$ cat src/rtl/mhp_rx_parser.sv
// mhp_rx_parser: drains one MHP frame from the RX byte FIFO and
// deserialises it into header fields and a payload register.
//
// Ports:
//   i_clk, i_rst      clock; synchronous active-high reset
//   i_rdata           FIFO read data, valid the cycle after o_rreq
//   i_rready          FIFO non-empty, held high for a whole frame
//   o_rreq            registered FIFO read request
//   o_busy            frame in progress (start .. o_valid cycle)
//   o_valid           one-cycle strobe, fields stable until next frame
//   o_scs/o_dst/o_src/o_size/o_dir/o_type  header fields
//   o_payload         payload, byte k at [8k+7:8k], unreceived bytes 0
//   o_err_len         byte count does not match SIZE, or SIZE too big
//   o_err_scs         nonzero SCS that differs from the byte sum
module mhp_rx_parser #(
    parameter int MAX_PAYLOAD = 42,
    parameter int HDR_BYTES   = 9
) (
    input  logic                     i_clk,
    input  logic                     i_rst,
    input  logic [7:0]               i_rdata,
    input  logic                     i_rready,
    output logic                     o_rreq,
    output logic                     o_busy,
    output logic                     o_valid,
    output logic [15:0]              o_scs,
    output logic [15:0]              o_dst,
    output logic [15:0]              o_src,
    output logic [15:0]              o_size,
    output logic                     o_dir,
    output logic [6:0]               o_type,
    output logic [8*MAX_PAYLOAD-1:0] o_payload,
    output logic                     o_err_len,
    output logic                     o_err_scs
);

    localparam logic [7:0]  LP_HDR8  = 8'(HDR_BYTES);
    localparam logic [16:0] LP_HDR17 = 17'(HDR_BYTES);
    localparam logic [15:0] LP_MAX16 = 16'(MAX_PAYLOAD);

    typedef enum logic [1:0] {
        S_SYNC,
        S_IDLE,
        S_RX,
        S_CHECK
    } state_t;

    state_t r_state;
    state_t w_next;

    logic                     r_rreq;
    logic                     r_rd_v;
    logic                     r_busy;
    logic                     r_valid;
    logic [7:0]               r_byte_cnt;
    logic [15:0]              r_sum;
    logic [15:0]              r_scs;
    logic [15:0]              r_dst;
    logic [15:0]              r_src;
    logic [15:0]              r_size;
    logic                     r_dir;
    logic [6:0]               r_type;
    logic [8*MAX_PAYLOAD-1:0] r_payload;
    logic                     r_err_len;
    logic                     r_err_scs;

    logic       w_start;
    logic       w_done;
    logic       w_rreq_d;
    logic       w_capture;
    logic [7:0] w_pidx;
    logic       w_err_len;
    logic       w_err_scs;

    // ---------------- state register ----------------
    always_ff @(posedge i_clk) begin
        if (i_rst) begin
            r_state <= S_SYNC;
        end else begin
            r_state <= w_next;
        end
    end

    // ---------------- next state / control ----------------
    always_comb begin
        w_next   = r_state;
        w_start  = 1'b0;
        w_done   = 1'b0;
        w_rreq_d = 1'b0;
        case (r_state)
            S_SYNC: begin
                // wait out any frame that was cut by reset
                if (!i_rready) begin
                    w_next = S_IDLE;
                end
            end
            S_IDLE: begin
                if (i_rready) begin
                    w_next   = S_RX;
                    w_start  = 1'b1;
                    w_rreq_d = 1'b1;
                end
            end
            S_RX: begin
                // drained: no request pending and no read in flight
                if (!r_rreq && !r_rd_v) begin
                    w_next = S_CHECK;
                    w_done = 1'b1;
                end else begin
                    w_rreq_d = i_rready;
                end
            end
            S_CHECK: begin
                w_next = S_IDLE;
            end
            default: begin
                w_next = S_SYNC;
            end
        endcase
    end

    // ---------------- control registers ----------------
    always_ff @(posedge i_clk) begin
        if (i_rst) begin
            r_rreq  <= 1'b0;
            r_rd_v  <= 1'b0;
            r_busy  <= 1'b0;
            r_valid <= 1'b0;
        end else begin
            r_rreq  <= w_rreq_d;
            r_rd_v  <= r_rreq;
            r_valid <= w_done;
            if (w_start) begin
                r_busy <= 1'b1;
            end else if (r_state == S_CHECK) begin
                r_busy <= 1'b0;
            end
        end
    end

    assign w_capture = (r_state == S_RX) && r_rd_v;
    assign w_pidx    = r_byte_cnt - LP_HDR8;

    assign w_err_len = ({9'd0, r_byte_cnt} != ({1'b0, r_size} + LP_HDR17))
                    || (r_size > LP_MAX16);
    // SCS of zero means the sender did not compute one
    assign w_err_scs = (r_scs != 16'h0000) && (r_scs != r_sum);

    // ---------------- datapath ----------------
    // Fields are cleared at frame start rather than on IDLE entry so the
    // previous result stays readable until a new frame begins.
    always_ff @(posedge i_clk) begin
        if (i_rst || w_start) begin
            r_byte_cnt <= '0;
            r_sum      <= '0;
            r_scs      <= '0;
            r_dst      <= '0;
            r_src      <= '0;
            r_size     <= '0;
            r_dir      <= 1'b0;
            r_type     <= '0;
            r_payload  <= '0;
            r_err_len  <= 1'b0;
            r_err_scs  <= 1'b0;
        end else if (w_capture) begin
            case (r_byte_cnt)
                8'd0: r_scs[15:8]  <= i_rdata;
                8'd1: r_scs[7:0]   <= i_rdata;
                8'd2: r_dst[15:8]  <= i_rdata;
                8'd3: r_dst[7:0]   <= i_rdata;
                8'd4: r_src[15:8]  <= i_rdata;
                8'd5: r_src[7:0]   <= i_rdata;
                8'd6: r_size[15:8] <= i_rdata;
                8'd7: r_size[7:0]  <= i_rdata;
                8'd8: {r_dir, r_type} <= i_rdata;
                default: begin
                    // bytes past the payload buffer are counted only
                    for (int k = 0; k < MAX_PAYLOAD; k++) begin
                        if (w_pidx == 8'(k)) begin
                            r_payload[8*k +: 8] <= i_rdata;
                        end
                    end
                end
            endcase
            if (r_byte_cnt != 8'hFF) begin
                r_byte_cnt <= r_byte_cnt + 8'd1;
            end
            if (r_byte_cnt >= 8'd2) begin
                r_sum <= r_sum + {8'h00, i_rdata};
            end
        end else if (w_done) begin
            r_err_len <= w_err_len;
            r_err_scs <= w_err_scs;
        end
    end

    assign o_rreq    = r_rreq;
    assign o_busy    = r_busy;
    assign o_valid   = r_valid;
    assign o_scs     = r_scs;
    assign o_dst     = r_dst;
    assign o_src     = r_src;
    assign o_size    = r_size;
    assign o_dir     = r_dir;
    assign o_type    = r_type;
    assign o_payload = r_payload;
    assign o_err_len = r_err_len;
    assign o_err_scs = r_err_scs;

endmodule

$ cat config.mk
export PLATFORM = sky130hd
export DESIGN_NAME = mhp_rx_parser
export DESIGN_NICKNAME = d
export VERILOG_FILES = /design/src/rtl/mhp_rx_parser.sv
export SDC_FILE = /design/constraint.sdc
export NUM_CORES = 1
export LEC_CHECK = 0
export ABC_AREA = 1
export CORE_MARGIN = 5
export CORE_UTILIZATION = 45
export DETAILED_ROUTE_END_ITERATION = 10
export PLACE_DENSITY_LB_ADDON = 0.12
export RECOVER_POWER = 100
export SETUP_SLACK_MARGIN = 0.3
export SLEW_MARGIN = 5
export SYNTH_ARGS = -nofsm -noshare
export SYNTH_HDL_FRONTEND = slang
export SYNTH_SLANG_ARGS = --single-unit
$ cat constraint.sdc
create_clock -name i_clk -period 1.9 [get_ports i_clk]
set_input_delay 0.285 -clock i_clk [delete_from_list [all_inputs] [get_ports i_clk]]
set_output_delay 0.285 -clock i_clk [all_outputs]
set_load 0.02 [all_outputs]
Word-level counts from Yosys, hierarchy flattened:

Cells that the tools add are included.

* register bits after elaboration: 440
* input port bits: 11
* output and inout bits: 413
* word-level logic and storage cells: 207

* add/subtract/negate cells: 4
* order comparisons: 2
* eq/ne operators: 58
* multiplexer cells: 12
* bitwise gates (word level): 2
* reduce and logical (&&, ||, !) cells: 68

Operator list (count)
* $reduce_and A3 Y1: 43
* $eq A8 B5 Y1 const B: 16
* $eq A8 B6 Y1 const B: 10
* $eq A8 B4 Y1 const B: 9
* $eq A8 B3 Y1 const B: 8
* $eq A8 B2 Y1 const B: 4
* $reduce_and A2 Y1: 12
* $add A16 B4 Y17 const B: 1
* $ne A8 B17 Y1: 1
* $add A16 B8 Y16: 1
* $eq A8 B1 Y1 const B: 2
* $gt A16 B6 Y1 const B: 1
* $logic_not A8 Y1: 2
* $ne A16 B16 Y1: 1
* $reduce_bool A16 Y1: 1
* $reduce_or A9 Y1: 1
* $add A8 B1 Y8 const B: 1
* $ge A8 B2 Y1 const B: 1
* $ne A8 B8 Y1 const B: 1
* $pmux W2 S4: 1
* $sub A8 B4 Y8 const B: 1
* $mux W1: 7
* $mux W2: 3
* $ne A2 B2 Y1 const B: 3
* 9 further kinds: 15

Longest topological paths before layout:

* depth in word-level cells: 5
* mapped depth: 13
* gate-level depth less buffers: 13

Least setup slack after synthesis:

OpenSTA, ideal clock, no wires.

* kind: reg2reg
* start: register r_byte_cnt[0]
* end: register r_payload[0], in the netlist o_payload[0]
* setup time: 0.132 ns
* data arrival time: 1.882 ns
* data required time: 1.768 ns
* path slack: -0.114 ns
* stages on the path, launching flop included: 14
* buffers on the path: 1
* clock period less this slack: 2.014 ns
* cell sequence: dfxtp_1 inv_1 ha_1 nand2_1 nand2_1 nand2_1 nand2_1 nand2_1 nand3_4 nor2_4 buf_2 nand3_1 nand2_1 a21oi_1

* elaborated cells on any way between the ends: 14
* classes of those cells: add/sub: 1; eq/ne: 8; bitwise: 1; reduce/logical: 4

RTL lines
* start, declared: line 55 `logic [7:0] r_byte_cnt;`
* start signal, assigned: line 186 `r_byte_cnt <= r_byte_cnt + 8'd1;`
* $sub A8 B4 Y8: line 142 `assign w_pidx = r_byte_cnt - LP_HDR8;`
* net w_pidx[0]: line 71 `logic [7:0] w_pidx;`
* $logic_not A8 Y1: line 179 `if (w_pidx == 8'(k)) begin`
* $reduce_and A3 Y1 (no source line)
* end signal, assigned by index: line 180 `r_payload[8*k +: 8] <= i_rdata;`
* end, declared: line 63 `logic [8*MAX_PAYLOAD-1:0] r_payload;`

The timed path passes the listed nets, and every way through them passes these cells.
A chain may end at the register's enable or synchronous reset.

Final worst setup path:

* start: register r_byte_cnt[1]
* end: register r_payload[314], in the netlist o_payload[314]

* cells in the longest elaborated chain, start to end: 4
* elaborated cells on any way between the ends: 14
* classes of those cells: add/sub: 1; eq/ne: 9; bitwise: 1; reduce/logical: 3

Ends and longest elaborated chain
* parallel branches: the longest is 3 deep, another holds $sub A8 B4 Y8
* $reduce_and A3 Y1 (no source line) (*)

Mark *: on every way between the ends.

==> flow_metrics.env <==
export IMPL_nFillCells=2843
export IMPL_fin_hold_ws_ps=181
export IMPL_maxCapViolations=0
export IMPL_slew_headroom_pct=45.8
export IMPL_hp_class="in -> reg"
export IMPL_timing_rr_start="r_byte_cnt[1]"
export IMPL_n_antenna_cell=0
export IMPL_critPathKind="reg -> reg"
export IMPL_powerDensity_mw_per_mm2=675
export IMPL_cts_hold_buffers=0
export IMPL_viasPerCell=5.89
export IMPL_drv_slew=0
export IMPL_htree_levels=2
export IMPL_finalHoldViolations=0
export IMPL_syn_num_nets=2359
export IMPL_worstSetupEndpointType="flop"
export IMPL_dr_pass1_iters=5
export IMPL_synth_warnings=0
export IMPL_place_congestion=0.884
export IMPL_drt_total_wl_mm=78.1
export IMPL_postSynthAreaPerCell_um2=7.85
export IMPL_r2r_cells=15
export IMPL_grt_pass1_vias=18675
export IMPL_grt_overflow=0
export IMPL_clock_latency_ps=590
export IMPL_design_area_mm2=0.0295
export IMPL_reg2reg_to="o_payload[314]"
export IMPL_cts_buffer_depth=3
export IMPL_synth_seq_cells=440
export IMPL_rrSetupSlack_ps=-250
export IMPL_root_buffer="clkbuf_16"
export IMPL_synth_area_mm2=0.0183
export IMPL_syn_inst=2328
export IMPL_placed_cells=3290
export IMPL_antenna_found_initial=0
export IMPL_placeableCoreArea_mm2=0.0399
export IMPL_synth_top_cell_area_share_pct=48.2
export IMPL_synth_async_reset_ratio_pct=0
export IMPL_worstSetupStartpoint="r_byte_cnt[1]"
export IMPL_port_buffers=423
export IMPL_synthToLayoutAreaGrowth_pct=61.5
export IMPL_skew_ps=29.9
export IMPL_critPathLaunchType="flop"
export IMPL_setup_violations=426
export IMPL_crit_end="o_payload[314]"
export IMPL_finalNetCount=2950
export IMPL_die_area_mm2=0.0447
export IMPL_cts_made_buffers=46
export IMPL_io_pins=424
export IMPL_drc=0
export IMPL_worstMarginPinSlew_ps=814
export IMPL_worst_path_max_fanout=8
export IMPL_via_count=20495
export IMPL_clkSlewWorstSetupHoldPaths_ps=60
export IMPL_leakage_nw=10.2
export IMPL_place_area_mm2=0.0246
export IMPL_violations="negative setup slack"
export IMPL_drive_above_1_share_pct=24.8
export IMPL_period_needed_ps=2150
export IMPL_fp_row_count=73
export IMPL_synthDistinctLibCells=34
export IMPL_arrival_ps=2660
export IMPL_post_drt_wl_per_cell_um=22.4
export IMPL_vdd_drop_max_mv=0.596
export IMPL_max_freq_mhz=465
export IMPL_status="finished with violations"
export IMPL_seq_area_frac_synth_pct=48.2
export IMPL_synthTopCellsByArea="dfxtp_1 (48%), nand4_1 (12%), a21oi_1 (11%)"
export IMPL_fin_cells=3479
export IMPL_finalCritPeriodShare_pct=113
export IMPL_start_util_pct=45.8
export IMPL_track_usage_pct=30.4
export IMPL_yosysTopAreaCell="dfxtp_1"
export IMPL_yosysMostFrequentCell="nand2_1"
export IMPL_rsz0062_at_grt="yes"
export IMPL_hpwlAfterDp_mm=46.9
export IMPL_grt_max_degree=74
export IMPL_synth_edff_count=0
export IMPL_drt_iter0_markers=1786
export IMPL_synth_common_cells="nand2_1 (460), dfxtp_1 (440), a21oi_1 (412)"
export IMPL_ant_nets=0
export IMPL_clock_sinks=440
export IMPL_cts_tree="done"
export IMPL_ys_flop_type="dfxtp_1"
export IMPL_required_ps=2410
export IMPL_die_h_um=211
export IMPL_setup_slack_ps=-253
export IMPL_die_w_um=211
export IMPL_grt_pass1_wl_mm=109
==> worst min-delay path by stage <==
stage / startpoint / endpoint / slack, ps / cells after the start
floorplan: i_rst / o_busy / 350 / 1
global placement: o_rreq / r_rd_v / 440 / 2
detailed placement: o_rreq / r_rd_v / 440 / 2
CTS: i_rdata[0] / r_sum[0] / 120 / 4
global route: i_rdata[0] / r_sum[0] / 180 / 4
finish: i_rdata[0] / r_sum[0] / 180 / 4
==> metal layers <==
| layer | up-vias | GRT usage [%] | share of wire (%) |
|---|---|---|---|
| met1 | 9806 | 41.5 | 40 |
| met4 | 0 | 10.8 | 3.9 |
| met5 | - | 0 | 0 |
| met2 | 1130 | 48.9 | 46 |
| li1 | 9360 | - | - |
| met3 | 199 | 5.23 | 9.5 |
==> metrics by stage <==
step / worst slack [ps] / total power [W] / TNS (ps) / utilization [%]
global placement: -138 / 0.0107 / -28370 / 61.6
finish: -253 / 0.0199 / -55360 / 73.9
detailed placement: -204 / 0.0107 / -42570 / 61.6
floorplan: 99.6 / 0.0102 / 0 / -
global route: -366 / 0.0204 / -104390 / 73.9
CTS: -155 / 0.0197 / -35610 / 68.7
==> layout make-up <==
class | count | area (µm²) | area share, %
Tap cell | 525 | 657 | 2.23
Clock buffer | 73 | 1400 | 4.75
Sequential cell | 440 | 8830 | 29.9
Inverter | 80 | 337 | 1.14
Timing Repair Buffer | 746 | 8600 | 29.1
Multi-Input combinational cell | 1603 | 9560 | 32.4
Clock inverter | 10 | 115 | 0.390
Timing Repair inverter | 2 | 15.0 | 0.0509
==> where the power goes <==
| group | leakage, nW | total (W) | switching [W] | internal [W] |
|---|---|---|---|---|
| clock | 0.752 | 0.00915 | 0.00383 | 0.00532 |
| combinational | 5.85 | 0.00149 | 0.00105 | 0.000441 |
| sequential | 3.55 | 0.00928 | 0.0000225 | 0.00926 |
==> state kept, by name (all words and copies together), names as in the netlist <==
name,flops
o_size,16
o_src,16
o_valid,1
o_rreq,1
o_dst,16
o_busy,1
o_dir,1
r_byte_cnt,8
o_err_scs,1
r_rd_v,1
o_type,7
o_err_len,1
r_sum,16
o_scs,16
o_payload,336
r_state,2
==> kinds of logic after synthesis <==
| kind of cell | Yosys count | synth area share [%] |
|---|---|---|
| XOR/XNOR | 26 | 1.25 |
| buffers and inverters | 285 | 7.26 |
| adder cells (fa/ha/maj) | 20 | 1.41 |
| flip-flops | 440 | 48.2 |
| AND/OR/NAND/NOR | 1039 | 27.6 |
| AO/OA/AOI/OAI | 518 | 14.3 |
==> worst max-delay path, stage by stage (launching register included) <==
cell	delay, ps
dfxtp_4	390
buf_4	120
ha_2	200
nand2_1	80
nor2_2	140
nor2_1	50
nand2_1	100
nor2_4	40
buf_12	150
buf_6	120
buf_12	110
buf_16	130
nand3_2	70
buf_6	130
nand2_1	80
a21oi_2	150
==> what timing repair did <==
action / in CTS / in global routing
gates resized for setup: 162 / 341
setup endpoints to repair: 847 / 842
setup buffers: 27 / 29
pin swaps: 74 / 139
cloned: 18 / 32
==> cells in the final DEF (no fill, tap or decap), drive strengths merged <==
cell,count
a211oi,2
clkinv,14
or2,4
clkdlybuf4s15,2
xnor2,13
inv,71
dlygate4sd3,2
bufbuf,1
clkdlybuf4s25,4
buf,298
a21boi,1
fa,1
nor4,5
o211ai,2
o21ai,99
nor3b,1
a31oi,1
nand4,344
nor3,10
clkdlybuf4s50,406
o21bai,1
clkbuf,106
a21oi,412
xor2,13
nand2,461
clkinvlp,5
nand3,73
nor2,141
ha,19
bufinv,2
dfxtp,440
No activity file was read; power rests on OpenSTA's default activity.
